$ cat config.mk
export PLATFORM = sky130hd
export DESIGN_NAME = nn_layer_sequencer
export DESIGN_NICKNAME = d
export VERILOG_FILES = /design/src/rtl/nn_layer_sequencer.sv
export SDC_FILE = /design/constraint.sdc
export NUM_CORES = 1
export LEC_CHECK = 0
export CORE_MARGIN = 2
export CORE_UTILIZATION = 53
export CTS_CLUSTER_DIAMETER = 150
export CTS_CLUSTER_SIZE = 20
export DETAILED_ROUTE_END_ITERATION = 10
export PLACE_DENSITY = 0.83
export SYNTH_ARGS = -nofsm -noshare
export SYNTH_HDL_FRONTEND = slang
export SYNTH_SLANG_ARGS = --single-unit
$ cat constraint.sdc
create_clock -name clk -period 5.1 [get_ports clk]
set_input_delay 1.02 -clock clk [delete_from_list [all_inputs] [get_ports clk]]
set_output_delay 1.02 -clock clk [all_outputs]
set_load 0.01 [all_outputs]
$ cat src/rtl/nn_layer_sequencer.sv
// Layer/neuron/input sequencer for a fully connected NN engine.
// Issues MAC beats per input and one activation request per neuron.
//
// state   | meaning
// --------+--------------------------------------------------------
// S_IDLE  | waiting for start; the config is latched on start
// S_CHECK | one cycle to validate the latched config
// S_MAC   | one MAC beat per input of the current neuron
// S_ACT   | activation request for the current neuron
// S_DONE  | one-cycle completion pulse
module nn_layer_sequencer #(
  parameter int MAX_LAYERS = 5,
  parameter int NW         = 6,
  parameter int AFW        = 2
) (
  input  logic                      clk,
  input  logic                      rst,
  input  logic                      start,
  input  logic [NW-1:0]             no_layers,
  input  logic [NW-1:0]             n_in,
  input  logic [MAX_LAYERS*NW-1:0]  nl_flat,
  input  logic [MAX_LAYERS*AFW-1:0] af_flat,
  output logic                      mac_valid,
  input  logic                      mac_ready,
  output logic                      mac_first,
  output logic                      mac_last,
  output logic                      act_valid,
  input  logic                      act_ready,
  output logic [AFW-1:0]            af_sel,
  output logic [NW-1:0]             layer_idx,
  output logic [NW-1:0]             neuron_idx,
  output logic [NW-1:0]             input_idx,
  output logic                      busy,
  output logic                      done,
  output logic                      err
);

  typedef enum logic [2:0] {S_IDLE, S_CHECK, S_MAC, S_ACT, S_DONE} state_t;

  state_t                    state, state_nxt;
  logic [NW-1:0]             no_layers_q, n_in_q;
  logic [MAX_LAYERS*NW-1:0]  nl_q;
  logic [MAX_LAYERS*AFW-1:0] af_q;
  logic [NW-1:0]             layer_nxt, neuron_nxt, input_nxt;
  logic                      err_nxt;
  logic                      cfg_bad;
  logic [NW-1:0]             k_cur, nl_cur;
  logic [AFW-1:0]            af_cur;

  always_comb begin
    cfg_bad = (no_layers_q == '0) || (no_layers_q > NW'(MAX_LAYERS)) || (n_in_q == '0);
    for (int k = 0; k < MAX_LAYERS; k++) begin
      if ((NW'(k) < no_layers_q) && (nl_q[k*NW +: NW] == '0)) cfg_bad = 1'b1;
    end
  end

  // Per-layer selects: input count comes from the previous layer's width.
  always_comb begin
    k_cur  = n_in_q;
    nl_cur = '0;
    af_cur = '0;
    for (int k = 0; k < MAX_LAYERS; k++) begin
      if (layer_idx == NW'(k)) begin
        nl_cur = nl_q[k*NW +: NW];
        af_cur = af_q[k*AFW +: AFW];
      end
      if ((k < MAX_LAYERS - 1) && (layer_idx == NW'(k + 1))) k_cur = nl_q[k*NW +: NW];
    end
  end

  always_comb begin
    state_nxt  = state;
    layer_nxt  = layer_idx;
    neuron_nxt = neuron_idx;
    input_nxt  = input_idx;
    err_nxt    = 1'b0;
    case (state)
      S_IDLE: begin
        if (start) begin
          state_nxt  = S_CHECK;
          layer_nxt  = '0;
          neuron_nxt = '0;
          input_nxt  = '0;
        end
      end
      S_CHECK: begin
        if (cfg_bad) begin
          state_nxt = S_IDLE;
          err_nxt   = 1'b1;
        end else begin
          state_nxt = S_MAC;
        end
      end
      S_MAC: begin
        if (mac_ready) begin
          if (input_idx == k_cur - 1'b1) state_nxt = S_ACT;
          else                           input_nxt = input_idx + 1'b1;
        end
      end
      S_ACT: begin
        if (act_ready) begin
          input_nxt = '0;
          if (neuron_idx != nl_cur - 1'b1) begin
            neuron_nxt = neuron_idx + 1'b1;
            state_nxt  = S_MAC;
          end else if (layer_idx != no_layers_q - 1'b1) begin
            neuron_nxt = '0;
            layer_nxt  = layer_idx + 1'b1;
            state_nxt  = S_MAC;
          end else begin
            state_nxt = S_DONE;
          end
        end
      end
      S_DONE:  state_nxt = S_IDLE;
      default: state_nxt = S_IDLE;
    endcase
  end

  always_ff @(posedge clk) begin
    if (rst) begin
      state       <= S_IDLE;
      layer_idx   <= '0;
      neuron_idx  <= '0;
      input_idx   <= '0;
      err         <= 1'b0;
      no_layers_q <= '0;
      n_in_q      <= '0;
      nl_q        <= '0;
      af_q        <= '0;
    end else begin
      state      <= state_nxt;
      layer_idx  <= layer_nxt;
      neuron_idx <= neuron_nxt;
      input_idx  <= input_nxt;
      err        <= err_nxt;
      if (state == S_IDLE && start) begin
        no_layers_q <= no_layers;
        n_in_q      <= n_in;
        nl_q        <= nl_flat;
        af_q        <= af_flat;
      end
    end
  end

  assign mac_valid = (state == S_MAC);
  assign act_valid = (state == S_ACT);
  assign mac_first = mac_valid && (input_idx == '0);
  assign mac_last  = mac_valid && (input_idx == k_cur - 1'b1);
  assign af_sel    = af_cur;
  assign busy      = (state == S_CHECK) || (state == S_MAC) || (state == S_ACT);
  assign done      = (state == S_DONE);

endmodule

; Yosys cells after proc, flatten, opt, wreduce, memory -nomap -nowiden
; Index checks and enable logic that the tools add are counted.
[word_totals]
mem_bits_rw = 0
romBits = 0
mem_count = 0
word_cells = 111
latch_bits = 0
reg_bits = 74
out_inout_bits = 27
[op_classes]
shift = 0
mux = 41
bitwise_logic = 1
n_reduce_logical = 29
mul = 0
div = 0
magnitude_cmp = 6
n_addsub = 6
eq_ne = 19
[op_table]
columns = op, count
row1 = 2-to-1 mux 6 bit, 19
row2 = logical NOT 6 bit, 9
row3 = one-hot mux 6 bit (2 select lines), 2
row4 = "adder 6 x 1 -> 6 bit, second input constant", 3
row5 = 2-to-1 mux 3 bit, 6
row6 = one-hot mux 6 bit (3 select lines), 1
row7 = "subtractor 6 x 1 -> 6 bit, second input constant", 3
row8 = "== test 6 x 2 -> 1 bit, second input constant", 2
row9 = "less-than comparator 1 x 6 -> 1 bit, first input constant", 2
row10 = "less-than comparator 2 x 6 -> 1 bit, first input constant", 2
row11 = 2-to-1 mux 2 bit, 6
row12 = inequality test 6 bit, 2
row13 = one-hot mux 3 bit (4 select lines), 1
row14 = AND reduction 5 bit, 2
row15 = logical AND 1 bit, 8
row16 = "inequality test 2 x 1 -> 1 bit, second input constant", 4
row17 = AND reduction 4 bit, 2
row18 = "== test 3 x 2 -> 1 bit, second input constant", 2
row19 = "== test 6 x 1 -> 1 bit, second input constant", 1
row20 = "== test 6 x 3 -> 1 bit, second input constant", 1
row21 = == test 6 bit, 1
row22 = "> comparator 6 x 3 -> 1 bit, second input constant", 1
row23 = "less-than comparator 3 x 6 -> 1 bit, first input constant", 1
row24 = 2-to-1 mux 1 bit, 6
row25 = other kinds (10), 15

; Longest topological paths before layout
[logic_depth]
word_depth = 11
mapped_depth = 16

; Worst setup path after synthesis
; No wires, ideal clock.
[synth_path]
path_kind = flip-flop to output port
startpoint = register layer_idx[0]
endpoint = output port mac_last
stages_incl_launch_ff = 13
t_arrival_ps = 3305
n_path_buf = 2
slack_ps = 775
path_cell_list = dfxtp_1 ha_1 clkbuf_1 clkbuf_1 a21boi_0 o221a_2 a221oi_2 ha_1 o21ai_0 a32oi_1 o2bb2ai_1 nand4_1 nor4_1
[synth_via]
elab_chain_len = 8
word_cells_on_any_way = 11
classes_between = 1 x add/sub / 5 x eq/ne / 4 x mux / 1 x reduce/logical
[synth_rtl]
columns = element, line
row1 = from (decl), 30  ; output logic [NW-1:0] layer_idx,
row2 = from (signal assigned), 133  ; layer_idx <= layer_nxt;
row3 = == test 6 x 1 -> 1 bit, 67  ; if ((k < MAX_LAYERS - 1) && (layer_idx == NW'(k + 1))) k_cur = nl_q[k*NW +: NW];
row4 = 2-to-1 mux 6 bit (3 in a row), 67
row5 = 2-to-1 mux 6 bit *, 67
row6 = subtractor 6 x 1 -> 6 bit *, 149  ; assign mac_last = mac_valid && (input_idx == k_cur - 1'b1);
row7 = == test 6 bit *, 149
row8 = logical AND 1 bit *, 149
row9 = to (decl), 26  ; output logic mac_last,
; Every way passes the cells marked *; elsewhere a longest branch is shown, timed or not.

; Final worst setup path
[layout_path]
startpoint = register layer_idx[2]
endpoint = output port mac_last
; The elaborated chain is that of the path after synthesis.

==> impl_metrics.tcl <==
set metrics [dict create \
    multiInputGateArea_sq_mm 0.00291 \
    firstDrtPassIters 5 \
    drt.antenna.violating_nets 0 \
    yosys.cell_types.count 76 \
    port_buffers 83 \
    synthCells 604 \
    yosysWarnings 0 \
    synth-edff-count 0 \
    cts_tree "built" \
    yosysSeqAreaShare 0.321 \
    syn_area_sq_mm 0.00462 \
    seqCellArea_sq_mm 0.00148 \
    remaining_drc_errors 0 \
    grt_setup_unrepaired "no" \
    synth_nets 673 \
    worstMarginPinSlew_ns 0.728 \
    hold_path.class "reg2reg" \
    slew_violations 0 \
    cts_htree_levels 3 \
    vias 4819 \
    cp_common_cell "nor4_4" \
    fill_cells 731 \
    core_area_sq_mm 0.00859 \
    grtUsageTotal 0.283 \
    timing.fmax_mhz 219 \
    setup_ws_ns 0.542 \
    clk_path_buf_depth 2 \
    synth_largest_area_cell "dfxtp_1" \
    yosysMostFrequentCell "nand2_1" \
    finalCritPeriodShare 0.894 \
    setup_viol 0 \
    fin_crit_ns 4.56 \
    grt_pass1_wl_microns 22100 \
    start_util 0.538 \
    drt-total-wl_microns 13600 \
    ys_async_sr_fraction 0 \
    viasPerCell 6.09 \
    ys_ff_latch 74 \
    overflow 0 \
    cp_data_required_time_ns 4.08 \
    ioPinCount 84 \
    grt_pass1_vias 4480 \
    yosys-top-cells-area "dfxtp_1, nand2_1, a21oi_1" \
    routedWlPerCell_microns 17.2 \
    cp-start-kind "flip-flop" \
    fin_worst_skew_ns 0.0230 \
    grt_max_degree 54 \
    p_leak_nw 2.14 \
    num_rows 34 \
    cts_num_sinks 74 \
    place.gp.congestion 0.952 \
    antenna_found_initial 0 \
    die_w_microns 97.4 \
    clk_pin_slew_ns 0.10 \
    clk_latency_ns 0.36 \
    drive_gt1_frac 0.0937 \
    ys.flop_type "dfxtp_1" \
    power_density_mw_per_mm2 248 \
    pre_cts_slack_ns 0.289 \
    synth_top_area_share 0.321 \
    setup_tns_ns 0 \
    end_kind "output port" \
    area_delta_synth_final_pct 25.9 \
    dp_hpwl_microns 10200 \
    numCtsBuffers 9 \
    slowest_delay_ns 0.42 \
    die_h_microns 97.4 \
    path_cells "buf_4, nor4_4, buf_6, a21boi_0, o311a_4, nor4_4, nand3_1, nor4_2, or3_1, nand4_1, nor4_1, dlymetal6s2s_1" \
    cts_hold_buf 0 \
    critical_path_class "reg2out" \
    irDropWorstVdd_uv 177 \
    drtIter0Drc 273 \
    status "finished, final reports clean" \
    syn_avg_cell_area_sq_um 7.65 \
    cts-root-buf "clkbuf_8" \
    crit_arrival_ns 3.54 \
    yosys-top-cells-count "nand2_1, a21oi_1, dfxtp_1" \
    reg2reg_setup_slack_ns 0.93 \
    crit_fanout 17 \
    final_nets 747 \
    slew_headroom 0.512 \
    max_cap_viol_count 0 \
    diodes 0 \
    crit_buf_inv 3 \
    critical_path.slowest_cell "o311a_4" \
    hold_violations 0 \
    dieArea_sq_mm 0.00948 \
    cp_top_family "simple AND/OR/NAND/NOR gates" \
]
==> tightest hold or removal path, cell delays in order (launching register included) <==
cell     delay (ns)
dfxtp_1        0.32
nand2_1        0.06
a21oi_1        0.05
==> cell type report <==
cell class                 instances  area share
multi-input combinational        471       0.501
sequential                        74       0.255
timing repair buffer              99       0.164
tap                              108      0.0232
clock buffer                       9      0.0213
clock inverter                     7      0.0213
inverter                          23      0.0148
==> flip-flops by register name (all words and copies together), names as in the netlist <==
signal and cells:
nl_q 30, af_q 10, input_idx 6, layer_idx 6
n_in_q 6, neuron_idx 6, no_layers_q 6, state 3
err 1
==> what timing repair did <==
item                                    CTS  global route
pin swaps                                 0             1
endpoints found under the setup margin    1             1
buffers inserted                          0             2
resized for setup                         3             9
==> layer usage <==
metal  wire, microns  global-route usage  share of wire  up-vias
met4             216              0.0716          0.016        0
met1            5990               0.378           0.44     2251
li1                -                   -              -     2348
met3            1050              0.0597          0.077       15
met5               0                   0              0        -
met2            6340               0.468           0.47      205
==> power breakdown <==
group,total [mW],internal [mW],switching (mW)
combinational,0.234,0.116,0.118
sequential,0.638,0.605,0.0333
clock,0.570,0.329,0.240
total,1.44,1.05,0.392
==> stage by stage <==
step | util | area (sq um) | hold slack (ns) | power [mW] | cells
final | 0.677 | 5820 | 0.465 | 1.44 | 791
after global routing | 0.677 | 5820 | 0.478 | 1.50 | 791
after CTS | 0.672 | 5770 | 0.462 | 1.45 | 789
after detailed placement | 0.642 | 5520 | 0.449 | 0.881 | 773
after global placement | 0.642 | 5520 | 0.449 | 0.875 | 773
after floorplan | - | 4620 | 0.433 | 0.786 | 604
==> worst paths after layout <==
kind / start / endpoint / cells past startpoint
worst max-delay path: layer_idx[2]$_SDFFE_PP0P_ / mac_last / 12
worst max register to register: layer_idx[1]$_SDFFE_PP0P_ / layer_idx[5]$_SDFFE_PP0P_ / 15
worst min register to register: af_q[4]$_SDFFE_PP0P_ / af_q[4]$_SDFFE_PP0P_ / 2
worst min-delay path: af_q[4]$_SDFFE_PP0P_ / af_q[4]$_SDFFE_PP0P_ / 2
==> cells in the final DEF (no fill, tap or decap), drive strengths merged, types with 3 or more instances in the layout <==
cell / instances
a22oi: 4
clkbuf: 9
a21boi: 12
a31oi: 7
nand2: 131
or2: 4
ha: 12
a211oi: 4
a21oi: 76
a21o: 11
bufinv: 3
and3: 10
nor3: 11
a32o: 4
or4: 6
nand3b: 4
nor2: 23
and2: 4
nand3: 22
o211ai: 5
o311ai: 3
nor4: 10
o21a: 5
a32oi: 4
dfxtp: 74
o21ai: 10
inv: 25
xnor2: 12
or3: 14
nor2b: 4
clkdlybuf4s50: 81
o22ai: 3
buf: 17
nor4b: 4
o32ai: 4
a22o: 4
nand4: 4
==> cells by family after synthesis <==
family	after synthesis	synth area share
flops	74	0.321
compound gates	185	0.285
mux	2	0.00433
xor+xnor	13	0.0246
simple gates	259	0.276
fa+ha+maj	12	0.0325
buf+inv	59	0.0563
(Power assumes the default switching activity.)
==> edit 1, RTL diff (config.mk and constraints unchanged) <==
The 5 states of `state_t` get a one-hot encoding in 5 bits.
--- a/src/rtl/nn_layer_sequencer.sv
+++ b/src/rtl/nn_layer_sequencer.sv
@@ -37,3 +37,3 @@
 
-  typedef enum logic [2:0] {S_IDLE, S_CHECK, S_MAC, S_ACT, S_DONE} state_t;
+  typedef enum logic [4:0] {S_IDLE = 5'b00001, S_CHECK = 5'b00010, S_MAC = 5'b00100, S_ACT = 5'b01000, S_DONE = 5'b10000} state_t;
 
Function: same outputs for any inputs over 10 cycles, from zero or initial values and one cycle with rst high; not proved beyond that.
==> edit 1 against the unedited design <==
  * Die area rose by 1.6%
  * Final area fell by 1.0%
  * Synthesized cell count rose by 5.1%
  * Clock skew fell by 0.0072 ns
  * Sequential cell count rose by 2
  * Cell count rose by 2.5%
  * Routed wire length rose by 3.0%
  * Area after synthesis rose by 1.7%
  * Via count rose by 1.2%
  * Critical path depth fell by 2
  * Worst setup slack got worse by 0.23 ns
Power is not compared: it rests on default switching activity, and its combinational part moved more than twofold at a synthesized area within 25%.
==> edit 1: results (changes against the unedited design) <==
- NumNets Final: 767 (was 747)
- Setup bufs post-CTS: 0 (unchanged)
- Signal buffers: 93 (was 99)
- Non-Filler Instances: 811 (was 791)
- Syn_area_per_cell: 7.40 um2 (was 7.65 um2)
- Met3 usage: 4.22% (was 5.97%)
- Slowest library cell on the worst path: dfxtp_1 (was o311a_4)
- Sequential cells: 76 (was 74)
- Unique masters post-synth: 73 (was 76)
- Leak Pwr: 2.09 nW
- R2r startpoint: layer_idx[0] (was layer_idx[1])
- Die footprint: 9630 um2 (was 9480 um2)
- Flop2flop setup slack: 1.28 ns (was 0.93 ns)
- First-pass GRT wire length: 23100 um (was 22100 um)
- Top cells by area, synth: dfxtp_1, nand2_1, a21oi_1 (unchanged)
- DR WL met3: 753 um (was 1050 um)
- Data arrival, critical path: 3.77 ns (was 3.54 ns)
- Total GRT Usage: 29.2% (was 28.3%)
- DPL Wire Length: 10400 um (was 10200 um)
- Peak supply drop: 0.000291 V
- ClkCell Share: 2.93% (was 4.26%)
- PostCTS Resize Cnt: 1 (was 3)
- Worst slack at placement: 0.328 ns (was 0.289 ns)
- Slew Limit Headroom: 28.9% (was 51.2%)
- Fillers: 795 (was 731)
- Placed Cells: 795 (was 773)
- Final Critical Period: 4.79 ns (was 4.56 ns)
- Synth top cells by count: nand2_1, a21oi_1, dfxtp_1, nor2_1, clkbuf_1 (was nand2_1, a21oi_1, dfxtp_1, clkbuf_1)
- WHS: 0.464 ns (was 0.465 ns)
- Syn Nets: 704 (was 673)
- Layout Skew: 0.0158 ns (was 0.0230 ns)
- 1st-iter DRT viols: 308 (was 273)
- Multi-input combinational cell count: 499 (was 471)
- Clk_buf instances: 10 (was 9)
- Critical path peak fanout: 13 (was 17)
- Finished Core Util: 66.3% (was 67.7%)
- Footprint of the multi-input gates: 2960 um2 (was 2910 um2)
- R2R depth: 11 (was 15)
- Metal-1 WL: 6340 um (was 5990 um)
- Detailed Route WL: 14000 um (was 13600 um)
- Setup crit start: layer_idx[3] (was layer_idx[2])
- Non-clock buffering overhead: 15.6% (was 16.4%)
- Largest net degree at the start of global routing: 60 (was 54)
- M2 GR Usage: 47.7% (was 46.8%)
- I/O Buffers: 83 (unchanged)
- Number of ordinary inverters in the final layout: 19 (was 23)
- Share of post-route cells with drive strength above 1: 7.40% (was 9.37%)
- Met1 usage: 40.3% (was 37.8%)
- Max stage delay on crit path: 0.56 ns (was 0.42 ns)
- Sequential fraction of the synthesis area: 32.4% (was 32.1%)
- Reg2reg end: neuron_idx[4] (was layer_idx[5])
- Fraction of area in registers: 26.4% (was 25.5%)
- Dpl cell area: 5570 um2 (was 5520 um2)
- Routed via count: 4878 (was 4819)
- GP Congestion: 0.981 (was 0.952)
- Hold_sp: af_q[0] (was af_q[4])
- Hold EP: af_q[0] (was af_q[4])
- Met2 WL: 6600 um (was 6340 um)
- Status: finished, final reports clean (unchanged)
edit 1: cell types whose count changed after synthesis, sizes merged, moves of 5 or more:
| cell | before | now |
|---|---|---|
| a21oi | 76 | 89 |
| o21ai | 10 | 22 |
| a21boi | 12 | 2 |
| nand2 | 131 | 141 |
| nor3 | 11 | 20 |
| a21o | 11 | 3 |
| and3 | 10 | 3 |
| mux2i | 2 | 9 |
| nor2 | 23 | 29 |
| xor2 | 1 | 7 |
| nand4 | 4 | 9 |
edit 1: logic make-up (layout without fill, tap and decap cells):
kind of cell	Yosys count	in the layout	synth area share (%)
multiplexers	10	10	2.24
AO/OA/AOI/OAI	173	173	24.0
buffers and inverters	60	128	5.25
AND/OR/NAND/NOR	288	288	29.9
XOR/XNOR	16	16	2.98
flip-flops	76	76	32.4
adder cells (fa/ha/maj)	12	12	3.20
==> edit 2, RTL diff (same settings) <==
Made on the original files. Set the parameter `NW` to 8 (it was 6).
--- a/src/rtl/nn_layer_sequencer.sv
+++ b/src/rtl/nn_layer_sequencer.sv
@@ -12,3 +12,3 @@
   parameter int MAX_LAYERS = 5,
-  parameter int NW         = 6,
+  parameter int NW         = 8,
   parameter int AFW        = 2
Ports: changed (6 resized); port bits go from 84 to 104. The function was not compared with the original's and may differ.
==> edit 2 against the unedited design <==
  * Worst setup slack lost 0.30 ns
  * Power increased by 12%
  * Final area grew 23%
  * Routed wire length increased by 34%
  * Sequential cell count is 20 higher
  * Critical path depth is 2 higher
  * Clock power down 14%
  * Area after synthesis grew 26%
  * Hold slack improved by 0.00062 ns
  * Synthesized cell count rose by 34%
  * Via count is 26% higher
  * Critical endpoint unchanged
  * Largest cell class unchanged
==> edit 2: results (changes against the unedited design) <==
- CTS HTree Levels: 3 (unchanged)
- CTS root buf: clkbuf_8 (unchanged)
- Total GRT Usage: 31.1% (was 28.3%)
- Compound-Gate Fraction of Synth Area: 20.0% (was 28.5%)
- Leak Pwr: 2.66 nW (was 2.14 nW)
- Post-Synth XOR/XNOR Area: 4.96% (was 2.46%)
- EDFF count, synth: 0 (unchanged)
- I/O Buffers: 103 (was 83)
- Placed Cells: 1014 (was 773)
- GP Congestion: 0.895 (was 0.952)
- DPL Wire Length: 13800 um (was 10200 um)
- Ys async rst share: 0% (unchanged)
- Ant. Diodes: 0 (unchanged)
- Peak supply drop: 0.000231 V (was 0.000177 V)
- Syn Nets: 893 (was 673)
- Syn_area_per_cell: 7.20 um2 (was 7.65 um2)
- Worst Hold Class: register to register (unchanged)
- Vias in the first global route: 5677 (was 4480)
- Routed via count: 6088 (was 4819)
- Detailed Route WL: 18200 um (was 13600 um)
- Worst-skew pair later-pin latency: 0.38 ns (was 0.36 ns)
- Dpl cell area: 6900 um2 (was 5520 um2)
- Synth top cells by count: nand2_1, dfxtp_1, a21oi_1, nor2_1, clkbuf_1 (was nand2_1, a21oi_1, dfxtp_1, clkbuf_1)
- Unique masters post-synth: 78 (was 76)
- Critical path peak fanout: 7 (was 17)
- Max Root-Sink Buffers: 2 (unchanged)
- Number of antenna violations at the first check in global routing: 0 (unchanged)
- 1st-iter DRT viols: 655 (was 273)
- Data arrival, critical path: 3.84 ns (was 3.54 ns)
- Total net switching power: 0.508 mW (was 0.392 mW)
- Total CTS buffers: 9 (unchanged)
- Post-synthesis mux area share: 1.05% (was 0.433%)
- Sequential fraction of the synthesis area: 32.3% (was 32.1%)
- NumNets Final: 970 (was 747)
- CTS clock-pin slew for the worst setup and hold paths: 0.10 ns (about the same)
- Largest net degree at the start of global routing: 77 (was 54)
- Ys Warns: 0 (unchanged)
- Top cells by area, synth: dfxtp_1, nand2_1, a21oi_1 (unchanged)
- Status: finished, final reports clean (unchanged)
- Top flop regs: nl_q (40), af_q (10) (was nl_q (30), af_q (10))
- Worst-Margin Slew: 1.12 ns (was 0.728 ns)
- Post-Synth Adder-Cell Area: 2.58% (was 3.25%)
- Layout Skew: 0.00956 ns (was 0.0230 ns)
- Share of post-route cells with drive strength above 1: 6.61% (was 9.37%)
- DR pass1 iterations: 5 (unchanged)
- First-pass GRT wire length: 28400 um (was 22100 um)
- Non-Filler Instances: 1032 (was 791)
## edit 2: cell types whose count changed after synthesis, moves of 10 or more
cell | unedited run | this run
a21boi_0 | 11 | 1
a21oi_1 | 76 | 90
dfxtp_1 | 74 | 94
nand2_1 | 131 | 197
nand4_1 | 4 | 14
nor2_1 | 23 | 64
xor2_1 | 1 | 19
## edit 2: cell families after synthesis
family                     Yosys count
AOI/OAI and AO/OA                  183
xor gates and xnor gates            33
adders and majority gates           12
buffers and inverters               68
DFF                                 94
muxes                                6
and+or+nand+nor                    414
## edit 2: path summary, 6_finish.rpt
kind / to / cells after the start / startpoint / slack (ns)
max: mac_last / 14 / layer_idx[0] / 0.24
min: af_q[4] / 2 / af_q[4] / 0.47
max reg2reg: neuron_idx[7] / 16 / layer_idx[0] / 0.90
min reg2reg: af_q[4] / 2 / af_q[4] / 0.47
## edit 2: worst max-delay path, stage by stage (launching register included)
cell and delay, ns:
dfxtp_2 0.37, inv_1 0.11, ha_2 0.27, and3b_1 0.21
o41ai_1 0.30, o21ai_1 0.12, a22oi_2 0.22, ha_2 0.25
o2111ai_1 0.14, nor4_2 0.21, xnor2_1 0.13, nor4b_2 0.30
and2_1 0.17, and2_1 0.12, clkdlybuf4s50_1 0.52
## edit 2: power by group through the flow
| stage | logic, mW | clock network, mW | registers [mW] |
|---|---|---|---|
| 2_1_floorplan | 0.197 | 0 | 0.812 |
| 3_3_place_gp | 0.293 | 0 | 0.834 |
| 3_5_place_dp | 0.303 | 0 | 0.834 |
| 4_1_cts | 0.306 | 0.497 | 0.818 |
| 5_1_grt | 0.343 | 0.518 | 0.824 |
| 6_report | 0.310 | 0.491 | 0.820 |
## edit 2: layout make-up
class	instances	area (um2)
flip-flops and latches	94	1880
clock buffers	10	138
well taps	140	175
repair buffers	116	1130
fillers	923	3640
inverters	18	67.6
clock inverters	6	50.0
multi-input cells	648	3710
## edit 2: stage by stage
| stage | setup slack, ns | power (mW) | utilization (%) |
|---|---|---|---|
| after floorplan | 0.978 | 1.01 | - |
| after global placement | 0.441 | 1.13 | 63.9 |
| after detailed placement | 0.249 | 1.14 | 63.9 |
| after CTS | 0.0515 | 1.62 | 65.9 |
| after global routing | 0.0112 | 1.68 | 66.3 |
| final | 0.244 | 1.62 | 66.3 |
## edit 2: layer usage
metal	track usage, %	share of wire (%)	wire, um	vias up
met3	6.10	5.9	1070	24
li1	-	-	-	2992
met2	50.8	47	8460	217
met4	10.9	2.1	378	0
met5	0	0	0	-
met1	40.9	45	8250	2855
## edit 2: what timing repair did
item                                    in CTS  in global routing
pin swaps                                    1                  3
endpoints found under the setup margin       1                  1
resized for setup                            4                 13
buffers inserted                             1                  1
